==> src/rtl/affine_mac_pipe.sv <==
// affine_mac_pipe: LANES-wide signed affine multiply/add with per-lane accumulators, 2-stage valid/ready pipeline.
// Optional build macro AFFINE_MAC_SAT_EN: saturate the scaled product and the lane add instead of wrapping.
module affine_mac_pipe #(
  parameter int unsigned W     = 8,
  parameter int unsigned LANES = 2,
  parameter int unsigned FRAC  = 7
) (
  input  logic               clk,
  input  logic               rst,
  input  logic               in_valid,
  output logic               in_ready,
  input  logic [LANES*W-1:0] a,
  input  logic [LANES*W-1:0] c,
  input  logic [1:0]         mul_sel,
  input  logic [1:0]         add_sel,
  input  logic               frac_c,
  input  logic               acc_we,
  input  logic               acc_clr,
  output logic               out_valid,
  input  logic               out_ready,
  output logic [LANES*W-1:0] r,
  output logic               busy
);

  localparam int unsigned PW = 2 * W;

  typedef logic signed [W-1:0]  lane_t;
  typedef logic signed [PW-1:0] prod_t;

`ifdef AFFINE_MAC_SAT_EN
  localparam lane_t LANE_MAX = lane_t'({1'b0, {(W-1){1'b1}}});
  localparam lane_t LANE_MIN = lane_t'({1'b1, {(W-1){1'b0}}});
`endif

  // Select the W-bit window of the full product; arithmetic shift gives truncation toward -inf.
  function automatic lane_t scale_prod(input prod_t p, input logic frac);
    prod_t sh;
    lane_t res;
    sh  = frac ? (p >>> FRAC) : p;
    res = lane_t'(sh);
`ifdef AFFINE_MAC_SAT_EN
    if (sh != prod_t'(res)) res = sh[PW-1] ? LANE_MIN : LANE_MAX;
`endif
    return res;
  endfunction

  function automatic lane_t lane_add(input lane_t x, input lane_t y);
`ifdef AFFINE_MAC_SAT_EN
    logic signed [W:0] s;
    s = (W+1)'(x) + (W+1)'(y);
    if (s[W] != s[W-1]) return s[W] ? LANE_MIN : LANE_MAX;
    return lane_t'(s);
`else
    return x + y;
`endif
  endfunction

  logic       s1_valid_q, s1_valid_d;
  prod_t      s1_prod_q [LANES];
  prod_t      s1_prod_d [LANES];
  logic       s1_frac_q, s1_frac_d;
  logic [1:0] s1_add_sel_q, s1_add_sel_d;
  logic       s1_acc_we_q, s1_acc_we_d;
  logic       out_valid_q, out_valid_d;
  lane_t      r_q   [LANES];
  lane_t      r_d   [LANES];
  lane_t      acc_q [LANES];
  lane_t      acc_d [LANES];

  lane_t      mul_a  [LANES];
  prod_t      prod   [LANES];
  lane_t      ps     [LANES];
  lane_t      addend [LANES];
  lane_t      sum    [LANES];

  logic       advance;
  logic       accept;

  assign advance   = !out_valid_q || out_ready;
  assign in_ready  = !s1_valid_q || advance;
  assign accept    = in_valid && in_ready;
  assign out_valid = out_valid_q;
  assign busy      = s1_valid_q | out_valid_q;

  for (genvar g = 0; g < LANES; g++) begin : g_pack
    assign r[g*W +: W] = r_q[g];
  end

  // Stage 1 datapath: operand select and full-width signed product.
  always_comb begin
    for (int i = 0; i < LANES; i++) begin
      mul_a[i] = '0;
      if (mul_sel[1])       mul_a[i] = lane_t'(1);
      else if (!mul_sel[0]) mul_a[i] = lane_t'(a[i*W +: W]);
      prod[i] = prod_t'(mul_a[i]) * prod_t'($signed(c[i*W +: W]));
    end
  end

  // Stage 2 datapath: scale, pick the addend (accumulator as it stands now, zero, or partner lane), add.
  always_comb begin
    for (int i = 0; i < LANES; i++) begin
      ps[i] = scale_prod(s1_prod_q[i], s1_frac_q);
    end
    for (int i = 0; i < LANES; i++) begin
      addend[i] = '0;
      if (s1_add_sel_q[1])       addend[i] = ps[i ^ 1];
      else if (!s1_add_sel_q[0]) addend[i] = acc_q[i];
      sum[i] = lane_add(ps[i], addend[i]);
    end
  end

  always_comb begin
    s1_valid_d   = s1_valid_q;
    s1_prod_d    = s1_prod_q;
    s1_frac_d    = s1_frac_q;
    s1_add_sel_d = s1_add_sel_q;
    s1_acc_we_d  = s1_acc_we_q;
    out_valid_d  = out_valid_q;
    r_d          = r_q;
    acc_d        = acc_q;

    if (accept) begin
      s1_valid_d   = 1'b1;
      s1_prod_d    = prod;
      s1_frac_d    = frac_c;
      s1_add_sel_d = add_sel;
      s1_acc_we_d  = acc_we;
    end else if (advance) begin
      s1_valid_d = 1'b0;
    end

    if (advance) begin
      out_valid_d = s1_valid_q;
      if (s1_valid_q) r_d = sum;
    end

    // Clear has priority over a coincident writeback.
    if (acc_clr) begin
      for (int i = 0; i < LANES; i++) acc_d[i] = '0;
    end else if (advance && s1_valid_q && s1_acc_we_q) begin
      acc_d = sum;
    end
  end

  always_ff @(posedge clk) begin
    if (rst) begin
      s1_valid_q   <= 1'b0;
      s1_frac_q    <= 1'b0;
      s1_add_sel_q <= '0;
      s1_acc_we_q  <= 1'b0;
      out_valid_q  <= 1'b0;
      for (int i = 0; i < LANES; i++) begin
        s1_prod_q[i] <= '0;
        r_q[i]       <= '0;
        acc_q[i]     <= '0;
      end
    end else begin
      s1_valid_q   <= s1_valid_d;
      s1_prod_q    <= s1_prod_d;
      s1_frac_q    <= s1_frac_d;
      s1_add_sel_q <= s1_add_sel_d;
      s1_acc_we_q  <= s1_acc_we_d;
      out_valid_q  <= out_valid_d;
      r_q          <= r_d;
      acc_q        <= acc_d;
    end
  end

endmodule

==> config.mk <==
export PLATFORM = sky130hd
export DESIGN_NAME = affine_mac_pipe
export DESIGN_NICKNAME = d
export VERILOG_FILES = /design/src/rtl/affine_mac_pipe.sv
export SDC_FILE = /design/constraint.sdc
export NUM_CORES = 1
export LEC_CHECK = 0
export BUFFER_PORTS_ARGS = -buffer_cell sky130_fd_sc_hd__buf_2
export CORE_MARGIN = 2
export CORE_UTILIZATION = 35
export CTS_BUF_LIST = sky130_fd_sc_hd__clkbuf_4
export DETAILED_ROUTE_END_ITERATION = 6
export PLACE_DENSITY_LB_ADDON = 0.08
export SYNTH_ARGS = -nofsm -noshare
export SYNTH_HDL_FRONTEND = slang
export SYNTH_SLANG_ARGS = --single-unit
==> constraint.sdc <==
create_clock -name clk -period 14.2 [get_ports clk]
set_clock_uncertainty 0.15 [all_clocks]
set_input_delay 0.71 -clock clk [delete_from_list [all_inputs] [get_ports clk]]
set_output_delay 0.71 -clock clk [all_outputs]
set_load 0.01 [all_outputs]
### Word-level counts from Yosys, hierarchy flattened

Cells that the tools add are included.
Widths: inputs -> output; s select.

* input bits: 43
* logic and storage cells: 38
* output and inout bits: 19
* bits in registers: 68

* multiply operators: 2
* bitwise operators: 1
* $add $sub $neg: 2
* multiplexer cells: 12
* reductions and logical operators: 10

Operators by type and width (count)
* $mux 8: 10
* $mul 8x8->15: 2
* $add 8x8->8: 2
* $logic_and 1x1->1: 3
* $logic_not 1->1: 2
* $logic_or 1x1->1: 2
* $mux 1: 2
* $reduce_and 2->1: 1
* $reduce_bool 2->1: 1
* $reduce_or 2->1: 1
* $or 1x1->1: 1

### Longest topological paths before layout

* word-level depth: 5
* gate-level depth with buffers: 19
* depth with buffers taken out: 18

### Least setup slack after synthesis

OpenSTA, ideal clock, no wires.

* path kind: input -> register
* start: in mul_sel[0]
* end: reg s1_prod_q[14] in the netlist's numbering
* path buffers: 2
* arrival time: 5.078 ns
* path slack: 8.910 ns
* setup time: 0.062 ns
* stages on the path: 18
* path through: nor2_2 -> clkbuf_1 -> clkbuf_1 -> nand3_1 -> fa_1 -> fa_1 -> inv_1 -> fa_1 -> inv_1 -> fa_1 -> inv_1 -> ha_1 -> o21a_1 -> o31a_4 -> o32ai_4 -> o21ai_2 -> or4_1 -> nand3_1

* longest elaborated chain between the ends: 3

RTL lines
* start, declared: RTL line 14 `input logic [1:0] mul_sel,`
* $mux 8: RTL line 94 `else if (!mul_sel[0]) mul_a[i] = lane_t'(a[i*W +: W]);`
* $mux 8: RTL line 93 `if (mul_sel[1]) mul_a[i] = lane_t'(1);`
* $mul 8x8->15: RTL line 95 `prod[i] = prod_t'(mul_a[i]) * prod_t'($signed(c[i*W +: W]));`
* end signal, assigned: RTL line 159 `s1_prod_q <= s1_prod_d;`
* end, declared: RTL line 59 `prod_t s1_prod_q [LANES];`

Every way passes these cells.
A chain may end at the register's enable or synchronous reset.

### Worst setup path in the final report

Ends and elaborated chain as after synthesis.

==> flow_summary.ini <==
[die]
start_util_pct = 35.43
core_area_um2 = 23260
dieWidth_um = 157.5
die_area_um2 = 24790
io_pins = 62
die_y_um = 157.5
rows = 56

[clock_network]
ctsResizeCount = 0
cts-hold-fix-buffers = 0
clkTransAtPathRegs_ns = 0.12
clk_path_buf_depth = 2
cts-root-buf = clkbuf_4
clock_latency_ns = 0.43
cts_setup_buffers = 0
cts_tree = yes
htree_levels = 3
cts_made_buffers = 9
clock_sink_count = 68

[power]
ir_drop_mv = 0.02748
p_per_area_nw_per_um2 = 72.02
clkPwrFrac_pct = 16.9
pwr-share-comb_pct = 48.7
netSwitchingPower_uw = 265.3
p_int_uw = 376.5
power.share.switching_pct = 41.34
power_frac_seq_pct = 34.4
leakagePower_uw = 0.004335

[critical_path]
crit_arrival_ns = 5.50
crit_chain = buf_2 -> nor2_4 -> buf_4 -> nand3_1 -> fa_1 -> fa_1 -> inv_1 -> fa_1 -> inv_1 -> fa_1 -> inv_1 -> ha_1 -> o21a_1 -> o31a_4 -> o32ai_4 -> o21ai_2 -> or4_1 -> nand3_1
start_kind = input port
cp.buffers_inverters = 5
path_max_fanout = 105
crit_type = in -> reg
timing.critical_path.mode_cell = fa_1
required_ns = 14.43
regToRegEndpoint = acc_q[14]
rrSetupSlack_ns = 10.56
crit_path_max_incr_delay_ns = 0.65
cp_slowest_cell = buf_4
worstReg2RegStart = s1_frac_q
cp_top_family = adder cells
endpoint_kind = register
r2r_cells = 12

[placed_design]
gp_congestion = 0.7478
numPortBuffers = 61
pre_cts_ws_ns = 8.464
place_hpwl_mm = 15.16

[min_path]
hp-start = s1_prod_q[10]
hold_depth = 2
min_to = s1_prod_q[10]
min-delay-path-class = reg -> reg

[routing]
drc = 0
wire_per_inst_um = 14.42
vias = 6374
antenna_left = 0
drt_pass1_iterations = 4
top_layer_used = met4
via_per_inst = 4.803
route.met2.wl_mm = 9.290
wirelength_mm = 19.14
route.met3.wl_um = 442
wl_met1_mm = 9.275
drt_iter0_markers = 257

[global_route]
grt_pass1_wl_mm = 33.03
grtUsageTotal_pct = 16.52
antenna_found_initial = 0
grt_max_degree = 106
grt_pass1_vias = 6656
overflow = 0

[sta]
finalMaxSlewViolations = 0
maxSlewHeadroom_pct = 34.81
hold_viol_final = 0
period_minus_slack_ns = 5.270
setup_viol = 0
setup_ws_ns = 8.930
period_share_pct = 37.11
setup_tns_ns = 0
max_freq_ghz = 0.1898
worstMarginPinSlew_ns = 0.9766
rsz0062_at_grt = no

[status]
outcome = finished, final reports clean

[synth]
synthDistinctLibCells = 52
syn_inst = 970
ys.flop_type = dfxtp_1
synth-seq-cells = 68
ys_async_sr_fraction_pct = 0
seq_area_frac_synth_pct = 16.52
synth_fp_nets = 1187
yosys_warnings = 0
syn_area_per_cell_um2 = 8.497
synth.cell_area_um2 = 8242
synth-edff-count = 0

[job]
drv_cap = 0

[cells_and_area]
drive_gt1_share_pct = 10.32
final_cell_mix = inv_1, nand2_1, fa_1
final_util_pct = 38.31
nNetsFinal = 1220
num_antenna_cells = 0
layout.cells.most_common = inv_1
syn_to_final_growth_pct = 8.137
per-layer routing:
layer / vias up / GRT usage (%)
met3: 12 / 2.010
met2: 76 / 29.01
met4: 0 / 2.511
met5: - / 0
met1: 3070 / 22.20
li1: 3216 / -
state kept, by name (all words and copies together) (netlist names):
name          count
s1_add_sel_q      2
out_valid         1
acc_q            16
s1_acc_we_q       1
s1_frac_q         1
s1_valid_q        1
r                16
s1_prod_q        30
cells in the mapped netlist (all sizes together), types with 2 or more instances:
cell type,count,area [um^2]
inv,163,611.8
o22ai,2,12.51
fa,106,2122
a211oi,13,97.59
o21a,11,82.58
nand3b,12,90.09
buf,11,63.81
ha,68,850.8
dfxtp,68,1361
nand2,107,401.6
o21bai,3,22.52
mux2i,3,30.03
a21oi,63,315.3
and3,70,437.9
or4,3,22.52
o31ai,4,30.03
o31a,2,26.28
nor3,7,35.03
clkbuf,34,130.1
o211ai,2,15.01
or3,4,25.02
nor2,24,92.59
xor2,12,105.1
o21ai,32,163.9
a21boi,10,75.07
nand2b,17,106.4
nor2b,19,126.4
a21o,7,52.55
nand3,33,165.2
nor3b,3,33.78
and4,3,26.28
and2,4,25.02
xnor2,24,210.2
mux2,15,168.9
or2,2,12.51
power by group through the flow:
stage	logic, uW	clock network, uW	registers, uW
finish	313	109	221
global route	368	122	223
CTS	320	115	221
floorplan	237	0	221
detailed placement	318	0	226
global placement	318	0	225
worst max-delay path by stage:
stage,from,to,slack (ns),depth (start not counted)
after global placement,mul_sel[0],s1_prod_q[14],8.54,18
final,mul_sel[0],s1_prod_q[14],8.93,18
after CTS,mul_sel[0],s1_prod_q[14],8.94,18
after detailed placement,mul_sel[0],s1_prod_q[14],8.46,18
after global routing,mul_sel[0],s1_prod_q[13],8.60,18
after floorplan,mul_sel[0],s1_prod_q[14],8.91,18
cell type report:
type,instances,area (um^2)
Clock inverter,7,42.54
Multi-Input combinational cell,694,6080
Clock buffer,9,67.56
Timing Repair Buffer,67,350.3
Tap cell,319,399.1
Sequential cell,68,1361
Inverter,163,611.8
Fill cell,2516,14350
kinds of logic (layout without fill, tap and decap cells):
kind of cell	Yosys count	count (layout)	share of synthesized area (%)
AOI/OAI and AO/OA	156	156	11.80
DFF	68	68	16.52
buffers and inverters	208	246	9.777
and+or+nand+nor	310	310	19.60
muxes	18	18	2.414
xor gates and xnor gates	36	36	3.826
adders and majority gates	174	174	36.07
worst reg2reg max path, stage by stage (launching register included):
cell and delay (ns):
dfxtp_1 0.88, mux2_2 0.33, nand2_1 0.06, o21ai_0 0.12
ha_1 0.19, inv_1 0.06, fa_1 0.41, nor2b_1 0.14
o21a_1 0.15, o21ai_0 0.11, and4_1 0.21, a2111oi_0 0.52
o21ai_0 0.17
per-stage QoR:
stage          std cells  instance area (um^2)  power, uW  hold slack [ns]
3_3_place_gp        1311                  8802      543.1           0.2885
2_1_floorplan        970                  8242      458.0           0.2784
6_report            1327                  8912      641.8           0.3071
5_1_grt             1327                  8912      713.8           0.3257
4_1_cts             1327                  8912      656.9           0.3091
3_5_place_dp        1311                  8802      543.9           0.2933
(Power assumes the default switching activity.)
